==> src/rtl/csr_master_bridge_pkg.sv <==
// Shared definitions for the Wishbone-to-CSR master bridge: FSM encoding and address fields.
// Latency: none (types and constants only).
// Backpressure: none.
package csr_master_bridge_pkg;

  // Bridge FSM encoding.
  typedef enum logic [1:0] {
    IDLE  = 2'd0,
    WAIT1 = 2'd1,
    WAIT2 = 2'd2,
    ACK   = 2'd3
  } state_e;

  // CSR word address width.
  localparam int CSR_AW = 15;

  // Wishbone byte-address bits that form the CSR word address.
  localparam int WB_ADR_HI = 16;
  localparam int WB_ADR_LO = 2;

  // Slave-select field inside the CSR word address.
  localparam int CSR_SEL_HI = 14;
  localparam int CSR_SEL_LO = 10;

  typedef logic [CSR_AW-1:0] csr_addr_t;

endpackage

==> src/rtl/csr_master_bridge_if.sv <==
// Bundle of the Wishbone slave port and the CSR master port of the bridge.
// Latency: none (wiring only).
// Backpressure: none; Wishbone side is throttled by wb_ack_o, CSR side has none.
interface csr_master_bridge_if;
  import csr_master_bridge_pkg::*;

  // Wishbone classic side
  logic [31:0] wb_adr_i;
  logic [31:0] wb_dat_i;
  logic [31:0] wb_dat_o;
  logic        wb_cyc_i;
  logic        wb_stb_i;
  logic        wb_we_i;
  logic        wb_ack_o;

  // CSR bus side
  csr_addr_t   csr_a;
  logic        csr_we;
  logic [31:0] csr_do;
  logic [31:0] csr_di;

  // The bridge: Wishbone target, CSR initiator.
  modport master (
    input  wb_adr_i, wb_dat_i, wb_cyc_i, wb_stb_i, wb_we_i, csr_di,
    output wb_dat_o, wb_ack_o, csr_a, csr_we, csr_do
  );

  // The environment: Wishbone initiator plus the ORed CSR slaves.
  modport slave (
    output wb_adr_i, wb_dat_i, wb_cyc_i, wb_stb_i, wb_we_i, csr_di,
    input  wb_dat_o, wb_ack_o, csr_a, csr_we, csr_do
  );

endinterface

==> src/rtl/csr_master_bridge.sv <==
// Wishbone classic slave to CSR bus master; one CSR access per Wishbone strobe.
// Latency: write ack 1 cycle after strobe accept, read ack 3 cycles after (CSR read latency is 1).
// Backpressure: strobes are only sampled in IDLE; the Wishbone master waits for wb_ack_o.
module csr_master_bridge
  import csr_master_bridge_pkg::*;
(
  input  logic               sys_clk,
  input  logic               sys_rst_n,
  csr_master_bridge_if.master bus
);

  state_e      state_q, state_d;
  csr_addr_t   csr_a_q, csr_a_d;
  logic [31:0] csr_do_q, csr_do_d;
  logic        csr_we_q, csr_we_d;
  logic [31:0] wb_dat_q, wb_dat_d;
  logic        wb_ack_q, wb_ack_d;

  // Address bits outside the word-address slice carry no meaning here.
  logic unused_adr_bits;
  assign unused_adr_bits = ^{bus.wb_adr_i[31:WB_ADR_HI+1], bus.wb_adr_i[WB_ADR_LO-1:0]};

  // Next-state and output logic; every output is registered so no input reaches an output combinationally.
  always_comb begin
    state_d  = state_q;
    csr_a_d  = csr_a_q;
    csr_do_d = csr_do_q;
    csr_we_d = 1'b0;
    wb_dat_d = wb_dat_q;
    wb_ack_d = 1'b0;
    case (state_q)
      IDLE: begin
        if (bus.wb_cyc_i && bus.wb_stb_i) begin
          csr_a_d  = bus.wb_adr_i[WB_ADR_HI:WB_ADR_LO];
          csr_do_d = bus.wb_dat_i;
          csr_we_d = bus.wb_we_i;
          if (bus.wb_we_i) begin
            // Write completes as soon as the strobe reaches the slaves.
            state_d  = ACK;
            wb_ack_d = 1'b1;
          end else begin
            state_d  = WAIT1;
          end
        end
      end
      // Slaves register csr_di from csr_a during this cycle.
      WAIT1: state_d = WAIT2;
      WAIT2: begin
        state_d  = ACK;
        wb_dat_d = bus.csr_di;
        wb_ack_d = 1'b1;
      end
      // Ack cycle ignores the strobe so the master can retire it.
      ACK:     state_d = IDLE;
      default: state_d = IDLE;
    endcase
  end

  // State and output registers, cleared asynchronously.
  always_ff @(posedge sys_clk or negedge sys_rst_n) begin
    if (!sys_rst_n) begin
      state_q  <= IDLE;
      csr_a_q  <= '0;
      csr_do_q <= '0;
      csr_we_q <= 1'b0;
      wb_dat_q <= '0;
      wb_ack_q <= 1'b0;
    end else begin
      state_q  <= state_d;
      csr_a_q  <= csr_a_d;
      csr_do_q <= csr_do_d;
      csr_we_q <= csr_we_d;
      wb_dat_q <= wb_dat_d;
      wb_ack_q <= wb_ack_d;
    end
  end

  assign bus.csr_a    = csr_a_q;
  assign bus.csr_do   = csr_do_q;
  assign bus.csr_we   = csr_we_q;
  assign bus.wb_dat_o = wb_dat_q;
  assign bus.wb_ack_o = wb_ack_q;

endmodule

==> src/flat_wrapper.sv <==
// flat-port wrapper written by rule: the top's interface ports become plain ports
module csr_master_bridge_flat import csr_master_bridge_pkg::*;
  (sys_clk, sys_rst_n, bus_wb_adr_i, bus_wb_dat_i, bus_wb_cyc_i, bus_wb_stb_i, bus_wb_we_i, bus_csr_di, bus_wb_dat_o, bus_wb_ack_o, bus_csr_a, bus_csr_we, bus_csr_do);
  csr_master_bridge_if bus_i ();
  input  logic sys_clk;
  input  logic sys_rst_n;
  input wire logic [$bits(bus_i.wb_adr_i)-1:0] bus_wb_adr_i;
  input wire logic [$bits(bus_i.wb_dat_i)-1:0] bus_wb_dat_i;
  input wire logic [$bits(bus_i.wb_cyc_i)-1:0] bus_wb_cyc_i;
  input wire logic [$bits(bus_i.wb_stb_i)-1:0] bus_wb_stb_i;
  input wire logic [$bits(bus_i.wb_we_i)-1:0] bus_wb_we_i;
  input wire logic [$bits(bus_i.csr_di)-1:0] bus_csr_di;
  output wire logic [$bits(bus_i.wb_dat_o)-1:0] bus_wb_dat_o;
  output wire logic [$bits(bus_i.wb_ack_o)-1:0] bus_wb_ack_o;
  output wire logic [$bits(bus_i.csr_a)-1:0] bus_csr_a;
  output wire logic [$bits(bus_i.csr_we)-1:0] bus_csr_we;
  output wire logic [$bits(bus_i.csr_do)-1:0] bus_csr_do;
  assign bus_i.wb_adr_i = bus_wb_adr_i;
  assign bus_i.wb_dat_i = bus_wb_dat_i;
  assign bus_i.wb_cyc_i = bus_wb_cyc_i;
  assign bus_i.wb_stb_i = bus_wb_stb_i;
  assign bus_i.wb_we_i = bus_wb_we_i;
  assign bus_i.csr_di = bus_csr_di;
  assign bus_wb_dat_o = bus_i.wb_dat_o;
  assign bus_wb_ack_o = bus_i.wb_ack_o;
  assign bus_csr_a = bus_i.csr_a;
  assign bus_csr_we = bus_i.csr_we;
  assign bus_csr_do = bus_i.csr_do;
  csr_master_bridge u_core (.sys_clk(sys_clk), .sys_rst_n(sys_rst_n), .bus(bus_i));
endmodule
==> config.mk <==
export PLATFORM = sky130hd
export DESIGN_NAME = csr_master_bridge_flat
export DESIGN_NICKNAME = d
export VERILOG_FILES = /design/src/rtl/csr_master_bridge_pkg.sv /design/src/rtl/csr_master_bridge_if.sv /design/src/rtl/csr_master_bridge.sv /design/src/flat_wrapper.sv
export SDC_FILE = /design/constraint.sdc
export NUM_CORES = 1
export LEC_CHECK = 0
export CAP_MARGIN = 10
export CORE_ASPECT_RATIO = 1.1
export CORE_UTILIZATION = 38
export CTS_CLUSTER_SIZE = 8
export DETAILED_ROUTE_END_ITERATION = 10
export PLACE_DENSITY = 0.91
export SYNTH_ARGS = -nofsm -noshare
export SYNTH_HDL_FRONTEND = slang
export SYNTH_SLANG_ARGS = --single-unit
==> constraint.sdc <==
create_clock -name sys_clk -period 2 [get_ports sys_clk]
set_clock_uncertainty 0.2 [all_clocks]
set_input_delay 0.5 -clock sys_clk [delete_from_list [all_inputs] [get_ports sys_clk]]
set_output_delay 0.5 -clock sys_clk [all_outputs]
set_load 0.01 [all_outputs]
* Yosys cells after proc, flatten, opt, wreduce, memory -nomap -nowiden
Index checks and enable logic that the tools add are counted.
** Cells by class
- Equal/unequal tests :: 4
- Multiplexer cells :: 8
- Reductions and logical operators :: 3
** Operators with widths (number)
- one-hot mux 2 bit (4 select lines) :: 1
- equality test 2 bit (second input constant) :: 2
- 2-to-1 mux 1 bit :: 4
- 2-to-1 mux 2 bit :: 2
- equality test 2 x 1 -> 1 bit (second input constant) :: 1
- zero test 2 bit :: 1
- != test 2 x 1 -> 1 bit (second input constant) :: 1
- one-hot mux 1 bit (2 select lines) :: 1
- AND reduction 2 bit :: 1
- logical AND 1 bit :: 1
** Storage, ports and cells
- Register bits :: 83
- Bits of input ports :: 101

* Depth between registers and ports, before layout
- Depth in word-level cells :: 3
- Gate-level depth with buffers :: 6

* Worst setup path after synthesis
No wires, ideal clock.
- Kind :: reg2reg
- From :: register u_core.state_q[0]
- To :: register u_core.csr_do_q[23], in the netlist u_core.bus.csr_do[23]
- Setup time :: 0.125 ns
- Data arrival time :: 1.284 ns
- Required time :: 1.675 ns
- Setup slack :: 0.391 ns
- Stages on the path, launching flop included :: 7
- Clock period less this slack :: 1.609 ns
- Cells stage by stage :: dfrtp_1 -> inv_1 -> ha_1 -> nand3_2 -> buf_6 -> buf_6 -> mux2_4
** On the way
- Cells in the longest elaborated chain, start to end :: 2
** RTL lines
- start: declaration :: line csr_master_bridge.sv:12 : state_e state_q, state_d;
- start signal: assignment :: line csr_master_bridge.sv:69 : state_q <= state_d;
- zero test 2 bit :: line csr_master_bridge.sv:31 : case (state_q)
- AND reduction 2 bit (no line)
- end signal: assignment :: line csr_master_bridge.sv:71 : csr_do_q <= csr_do_d;
- end: declaration :: line csr_master_bridge.sv:14 : logic [31:0] csr_do_q, csr_do_d;
No other way between the ends.
A chain may end at the register's enable or synchronous reset.

* Worst setup path in the final report
- From :: register u_core.csr_do_q[8], in the netlist u_core.bus.csr_do[8]
- To :: output port bus_csr_do[8]
** RTL lines
- end: declaration :: line flat_wrapper.sv:17 : output wire logic [$bits(bus_i.csr_do)-1:0] bus_csr_do;
No word-level cell between the ends.

==> run summary <==
first-pass GRT wire length: 11.22 mm
unrepaired setup endpoints after global routing: false
buffers added on ports: 164
antenna-violating nets left: 0
setup slack after layout: 0.04995 ns
DIE AREA: 0.008700 sq mm
Post-DP HPWL: 5.345 mm
reg2reg start: u_core.state_q[0]
Synth Area in Adders: 1.186%
min-delay src: u_core.bus.csr_a[1]
startpoint types: register
Max-slew headroom: 69.07%
Final Hold Viols: 0
Hold Worst Slack: 0.3060 ns
layout overhead on the synthesized area: 63.56%
kind of end point of the critical path: primary output
vias in the first global route: 2,382
top_reg_cell synth: dfrtp_1
Die X-Extent: 89.03 microns
clock latency on the worst-skew pair: 0.33 ns
status: complete, no violations
DR iter-0 viols: 45
crit path time final: 1.950 ns
Synth top area share: 65.61%
Yosys top cell by area: dfrtp_1
GPL Wtd Cong: 0.6694
DRT Pass-1 Iters: 2
mux cell area share after synthesis: 30.00%
Post-synth EDFFs: 0
pwr dens: 1526 mW/mm^2
DRC: 0
CP top delay family: buffers and inverters
Std-Cell Core Area: 0.007998 sq mm
max frequency: 512.8 MHz
final worst-path cycle share: 97.50%
Die H: 97.73 microns
DP Worst Slack: 0.008548 ns
Final setup viols: 0
Avg WL per Cell: 15.36 microns
Post-Synth XOR/XNOR Area: 0%
CTS sink count: 83
Worst-Margin Slew: 0.4640 ns
Setup TNS: 0 ns
FP Rows: 34
CTS tree: yes
Pins Over Slew Limit: 0
critical path class: reg2out
Ant. Diodes: 0
htree depth: 3
CP max stage cell: clkdlybuf4s50_1
maximum root-to-sink buffer count: 2
count leader, synth: dfrtp_1
vias per cell: 4.606
Worst path max stage delay: 0.56 ns
largest net degree at the start of global routing: 84
total grt overflow: 0
Synth Area in Compound Gates: 0.4743%
postcts setup bufs: 0
Syn Nets: 289
Critical path origin: u_core.bus.csr_do[8]
sequential-to-total area share from yosys stat: 65.61%
CP arrival: 1.25 ns
Hold Path Class: reg2reg
initial core utilization: 39.58%
Post-Route WL: 7.219 mm
area of the mapped netlist: 0.003166 sq mm
Synth Area per Inst: 17.11 sq um
Syn Inst Count: 185
GRT Overall Usage: 17.14%
I/O pin count: 182
yosys warns: 0
library cells used by synthesis: 12
largest family of logic cells by synthesized area: multiplexers
worst-path fanout max: 2
cts bufs inserted: 9
total of max-cap violations: 0
final-stage net count: 461
initial antenna violation count: 0
LEAKAGE: 2.243 nW
CTS Root Cell: clkbuf_8
Max VDD drop: 0.8617 mV
#FFs+latches synth: 83
Worst Path Required: 1.30 ns
fraction of layout cells with a size suffix above 1: 27.62%
most instantiated cells after synthesis: dfrtp_1, mux2_2, mux2_4
CP cell instances: clkdlybuf4s50_1
Synth area leaders: dfrtp_1, mux2_2, mux2_4
CTS clk-pin slew, worst paths: 0.08 ns
Buffers & Inverters on Critical Path: 1
total number of vias: 2,165
simple-gate share of the synthesized area: 0.5534%
fraction of registers with async set/reset: 100.0%
[per-layer routing]
| layer | vias up | track usage (%) | part of all wire (%) |
|---|---|---|---|
| met5 | - | 0 | 0 |
| met4 | 0 | 4.151 | 1.4 |
| met3 | 9 | 6.372 | 7.8 |
| met2 | 87 | 31.30 | 54 |
| met1 | 1083 | 18.37 | 37 |
| li1 | 986 | - | - |
[final timing paths]
path | to | depth (start not counted) | slack [ns]
setup / recovery | bus_csr_do[8] | 1 | 0.05
hold / removal | u_core.bus.csr_a[1] | 1 | 0.31
setup reg to reg | u_core.bus.csr_do[7] | 5 | 0.33
hold reg to reg | u_core.bus.csr_a[1] | 1 | 0.31
max in group asynchronous | u_core.bus.csr_do[10] | 3 | 0.70
min in group asynchronous | u_core.bus.wb_dat_o[28] | 3 | 0.50
[stage by stage]
step | util (%) | power [mW] | instance area [sq um] | cells
final | 64.74 | 7.903 | 5177 | 470
after global routing | 64.74 | 8.356 | 5177 | 470
after detailed placement | 61.98 | 6.828 | 4957 | 453
after CTS | 64.55 | 8.033 | 5162 | 470
after global placement | 61.98 | 6.672 | 4957 | 453
after floorplan | - | 4.650 | 3166 | 185
[report_power, final]
| group | internal [mW] | total [mW] | switching (mW) | leakage, nW |
|---|---|---|---|---|
| logic | 2.46 | 3.79 | 1.33 | 1.17 |
| clock network | 0.611 | 1.17 | 0.561 | 0.0926 |
| registers | 2.53 | 2.94 | 0.407 | 0.985 |
[sequential cells by signal, summed over array words and instances, names as in the netlist]
| name | cells |
|---|---|
| u_core.bus.wb_dat_o | 32 |
| u_core.bus.csr_we | 1 |
| u_core.bus.csr_a | 15 |
| u_core.bus.csr_do | 32 |
| u_core.state_q | 2 |
| u_core.bus.wb_ack_o | 1 |
[what timing repair did]
| item | CTS | global route |
|---|---|---|
| endpoints found under the setup margin | 0 | 6 |
| resized for setup | 0 | 6 |
| hold endpoints to repair | 5 | 0 |
| hold buffers | 1 | 0 |
[logic make-up after synthesis]
family                   count (synthesis)
adder cells (fa/ha/maj)                  3
flip-flops                              83
AO/OA/AOI/OAI                            2
buffers and inverters                   12
AND/OR/NAND/NOR                          3
multiplexers                            82
[layout make-up]
cell class	count	area (sq um)
clock buffers	12	145.1
clock inverters	4	50.05
fillers	607	2820
inverters	3	11.26
multi-input cells	90	1020
flip-flops and latches	83	2077
well taps	108	135.1
repair buffers	170	1739
[layout by cell type, fill, tap and decap left out]
cell             count
nor2_1               2
clkinvlp_4           2
clkdlybuf4s50_1    157
dlygate4sd3_1        1
ha_1                 3
a21boi_0             1
mux2_2              71
buf_4                3
mux2i_1              3
bufinv_16            1
mux2_4               8
dfrtp_1             83
nand3_2              1
clkbuf_1             2
clkbuf_8            10
dlymetal6s2s_1       6
clkinv_2             1
o21bai_1             1
inv_1                3
buf_12               3
Power figures use the tool's default switching activity.
==> RTL change 1 (config.mk and constraints unchanged) <==
`csr_do_q` and `wb_dat_q` no longer have a reset.
--- a/src/rtl/csr_master_bridge.sv
+++ b/src/rtl/csr_master_bridge.sv
@@ -63,5 +63,3 @@
       csr_a_q  <= '0;
-      csr_do_q <= '0;
       csr_we_q <= 1'b0;
-      wb_dat_q <= '0;
       wb_ack_q <= 1'b0;
@@ -70,7 +68,10 @@
       csr_a_q  <= csr_a_d;
-      csr_do_q <= csr_do_d;
       csr_we_q <= csr_we_d;
-      wb_dat_q <= wb_dat_d;
       wb_ack_q <= wb_ack_d;
     end
+  end
+
+  always_ff @(posedge sys_clk) begin
+    csr_do_q <= csr_do_d;
+    wb_dat_q <= wb_dat_d;
   end
Function: changed (Yosys sat finds a counterexample within 4 cycles, from zero or initial values and one cycle with sys_rst_n low).
==> RTL change 1 against the unedited design <==
Routed wire length shrank 9.1%. Fmax shrank 0.31%. Synthesized area shrank 14%. Via count shrank 20%. Sequential cell count is the same. Setup slack lost 0.0062 ns. Largest cell class unchanged. Design area shrank 7.1%.
Power is not compared: it rests on default switching activity, and its combinational part moved more than twofold at a synthesized area within 25%.
==> RTL change 1: results (changes against the unedited design) <==
The run finished with clean final reports. The placed cell area came out at 0.00457 sq mm (-7.7%). The end of the worst register-to-register path is u_core.bus.csr_a[3]. The per-cell via count in the routed design was 4.51 (-2.1%).

In the post-synthesis netlist, the biggest area contributors are edfxtp_1, dfrtp_1, mux2_4, mux2_2, ha_1. The maximum number of pins on one net before global-route repair is 30 (-64%). The synthesized-area fraction occupied by ao, oa, aoi and oai cells was 0.595% (+0.12 points). The internal reg-to-reg setup slack came out at 0.28 ns (-0.05 ns). The via count of the first global-routing pass is 1,868 (-22%). The detailed router's first-iteration violation count is 63 (+40%).

The non-filler instance count after layout came out at 384 (-18%). The share of final-layout standard cells stronger than drive strength 1 came out at 13.4% (-14 points). The share of synthesized area spent on multiplexers came out at 8.24% (-22 points). The half-perimeter wire length after placement was 4880 um (-8.8%).

The per-cell routed wire length is 17.1 um (+11%). The global placer's final weighted congestion is 0.713 (+6.5%). The total nets after synthesis came out at 217 (-25%). The adder and majority gate portion of the synthesized area came out at 1.37% (+0.19 points).

The tightest min-delay check is of the in2async type. The average size of a mapped cell came out at 24.2 sq um (+41%). The wire length of the first global-routing pass is 10,100 um (-10%).

The number of iterations in the first detailed-routing pass was 4 (+2). The cell count after placement is 368 (-19%). The fraction of registers with async set or reset after synthesis came to 22.9% (-77 points). The clock latency reported for the late side of the worst-skew pair is 0.35 ns (+0.02 ns).

The number of enable-type register cells in the synthesized netlist came out at 64 (+64). The unique cell type count in the Yosys netlist is 14 (+2). The commonest cells after synthesis are edfxtp_1, dfrtp_1, mux2_2.
RTL change 1: changes by cell type after synthesis, sizes merged, moves of 7 or more:
cell,delta
buf,-7
dfrtp,-64
edfxtp,+64
mux2,-64
RTL change 1: worst max path at each step:
stage | cells after the start | start | slack (ns) | end
5_1_grt | 1 | u_core.bus.csr_we | -0.001 | bus_csr_we
6_report | 1 | u_core.bus.csr_do[18] | 0.04 | bus_csr_do[18]
2_1_floorplan | 2 | u_core.state_q[0] | 0.08 | u_core.bus.wb_dat_o[0]
3_3_place_gp | 4 | bus_wb_cyc_i | -0.02 | u_core.bus.csr_a[3]
4_1_cts | 1 | u_core.bus.csr_a[12] | 0.009 | bus_csr_a[12]
3_5_place_dp | 4 | bus_wb_cyc_i | -0.06 | u_core.bus.csr_a[6]
RTL change 1: layout make-up:
| cell class | count | area, sq um |
|---|---|---|
| timing repair buffer | 172 | 1790 |
| multi-input combinational | 26 | 298 |
| clock inverter | 5 | 78.8 |
| fill | 494 | 2160 |
| inverter | 2 | 7.51 |
| tap | 85 | 106 |
| clock buffer | 11 | 131 |
| sequential | 83 | 2400 |
RTL change 1: metrics by stage:
step	TNS, ns	setup slack (ns)
floorplan	0	0.0819
global placement	-0.242	-0.0225
detailed placement	-0.892	-0.0587
CTS	0	0.00933
global route	-0.00114	-0.00114
finish	0	0.0438
RTL change 1: cell families after synthesis:
| kind of cell | count (synthesis) |
|---|---|
| AO/OA/AOI/OAI | 2 |
| adder cells (fa/ha/maj) | 3 |
| flip-flops | 83 |
| AND/OR/NAND/NOR | 3 |
| buffers and inverters | 4 |
| multiplexers | 18 |
RTL change 1: power groups by stage:
stage / Clock, mW / Combinational (mW) / Sequential (mW)
detailed placement: 0 / 1.85 / 2.59
floorplan: 0 / 0.478 / 2.80
global placement: 0 / 1.79 / 2.57
global route: 1.38 / 1.90 / 2.60
CTS: 1.31 / 1.85 / 2.56
finish: 1.28 / 1.79 / 2.55
RTL change 1: metal layers:
metal	part of all wire (%)	track usage, %	vias to the layer above
met5	0	0	-
met4	2.4	7.76	0
met3	7.9	8.91	15
met2	56	30.9	96
met1	34	19.4	831
li1	-	-	789
==> RTL change 2 (same flow settings) <==
Without the edit above. Re-encode `state_e` (4 states) as Gray code, 2 bits wide.
--- a/src/rtl/csr_master_bridge_pkg.sv
+++ b/src/rtl/csr_master_bridge_pkg.sv
@@ -7,6 +7,6 @@
   typedef enum logic [1:0] {
-    IDLE  = 2'd0,
-    WAIT1 = 2'd1,
-    WAIT2 = 2'd2,
-    ACK   = 2'd3
+    IDLE  = 2'b00,
+    WAIT1 = 2'b01,
+    WAIT2 = 2'b11,
+    ACK   = 2'b10
   } state_e;
Check against the original RTL: no difference found for any inputs over 10 cycles, from zero or initial values and one cycle with sys_rst_n low; not proved beyond that.
==> RTL change 2 against the unedited design <==
Design area increased by 1.7%. Largest power group unchanged. Sequential cell count unchanged. Cell count increased by 1.7%. Total power decreased by 0.39%. Via count increased by 1.7%. Setup slack got worse by 0.0026 ns. Synthesized area increased by 0.67%. Routed wire length increased by 5.7%.
==> RTL change 2: results (changes against the unedited design) <==
The global placer's final weighted congestion is 0.676 (+0.97%). The leakage power of the design is 2.42 nW (+7.8%). The run finished with clean final reports.

The number of nets at the end of the flow came to 470 (+2.0%). The share of final-layout standard cells stronger than drive strength 1 is 28.4% (+0.75 points). The total nets after synthesis was 295 (+2.1%).

The sequential share of the synthesized area is 65.2% (-0.44 points). The non-clock inverter instance count of the final layout came out at 2 (-1). The number of iterations in the first detailed-routing pass came out at 4 (+2).

The detailed router's first-iteration violation count came out at 39 (-13%). The non-clock buffer instance count of the final layout is 174 (+2.4%). After synthesis, the cell types taking the most area are dfrtp_1, mux2_2, mux2_4, ha_1, buf_2.

The hold buffer count at CTS came out at 1 (unchanged). The number of setup buffers added after CTS came out at 0 (unchanged). The half-perimeter wire length after placement is 5570 um (+4.2%).

The fraction of registers with async set or reset after synthesis was 100% (unchanged). The share of synthesized area spent on multiplexers was 29.5% (-0.51 points). The cell-internal power came to 5.55 mW (-1.1%). The highest net fanout along the worst path is 2 (unchanged). The power in sequential cells is 2.95 mW (about the same). Clock tree synthesis selected as its root buffer the cell clkbuf_8. The synthesized-area fraction occupied by ao, oa, aoi and oai cells came out at 0.550% (+0.075 points). The maximum root-to-sink buffer count came to 2 (unchanged). The sequential cell count came out at 83 (unchanged). The flip-flop and latch share of the layout cell area came out at 39.4% (-0.69 points). The combinational fraction of design power is 47.5% (-0.5 points). The via count of the first global-routing pass came out at 2,505 (+5.2%). The clock latency reported for the late side of the worst-skew pair came out at 0.33 ns (about the same). The total of warnings raised by yosys came out at 0 (unchanged). The overall fraction of global-route tracks in use is 18.3% (+1.2 points). The number of combinational gates with multiple inputs came out at 95 (+5.6%). The per-cell routed wire length came out at 16.0 um (+3.9%). The multi-input combinational area share came out at 19.8% (+0.091 points). For this run, the slowest stage of the critical path takes approximately 0.55 ns.

The clock edge transition at the registers on the reported setup and hold paths is around 0.09 ns. The largest individual stage delay along the critical path comes from the cell clkdlybuf4s50_1. The power density over the cells was 1490 mW/mm^2 (-2.1%). The placed cell area is 0.00501 sq mm (+0.98%). The clock-cell share of area came out at 3.68% (-0.088 points).

The adder and majority gate portion of the synthesized area came to 1.57% (+0.38 points). The number of instances resized during post-cts repair is 0 (unchanged). In the synthesized netlist, the cells that appear most often are dfrtp_1, mux2_2, mux2_4. The worst slew slack as a fraction of its limit is 70.6% (+1.5 points). The number of clock buffer instances in the layout is 11 (-1). The fraction of area in non-clock buffers came out at 34.4% (+0.80 points). The unique cell type count in the Yosys netlist came out at 18 (+6).

The wire length of the first global-routing pass is 12,000 um (+7.1%). The maximum vdd drop is 692 uV (-20%). The data arrival time of the worst path is 1.25 ns (about the same). The total of buffers placed on input and output ports was 164 (unchanged).

The worst setup slack before clock tree synthesis is -0.151 ns (-0.159 ns). The area share of xor/xnor cells in the synthesized design is 0% (unchanged). The tightest min-delay check is of the reg2reg type.

The final count of pins violating max slew came to 0 (unchanged). The filler cell count in the final layout was 613 (+0.99%). The final design area excluding fillers is 0.00527 sq mm (+1.7%).

The via total after detailed routing was 2,201 (+1.7%).
[RTL change 2: final timing paths]
path / startpoint / to / slack, ns / cells after the start
min: u_core.bus.csr_do[9] / u_core.bus.csr_do[9] / 0.31 / 1
max: u_core.bus.csr_do[23] / bus_csr_do[23] / 0.05 / 1
min reg2reg: u_core.bus.csr_do[9] / u_core.bus.csr_do[9] / 0.31 / 1
max in group asynchronous: sys_rst_n / u_core.state_q[1] / 0.71 / 3
min in group asynchronous: sys_rst_n / u_core.bus.csr_do[7] / 0.51 / 3
max reg2reg: u_core.state_q[1] / u_core.bus.csr_do[15] / 0.14 / 5
[RTL change 2: metrics by stage]
stage | instances | util [%]
2_1_floorplan | 190 | -
3_3_place_gp | 461 | 62.6
3_5_place_dp | 461 | 62.6
4_1_cts | 478 | 65.1
5_1_grt | 478 | 65.9
6_report | 478 | 65.9
[RTL change 2: metal layers]
layer  wire length, um  track usage, %
met4               102            5.49
met3               623            6.68
met5                 0               0
met1              2720            19.4
met2              4180            33.2
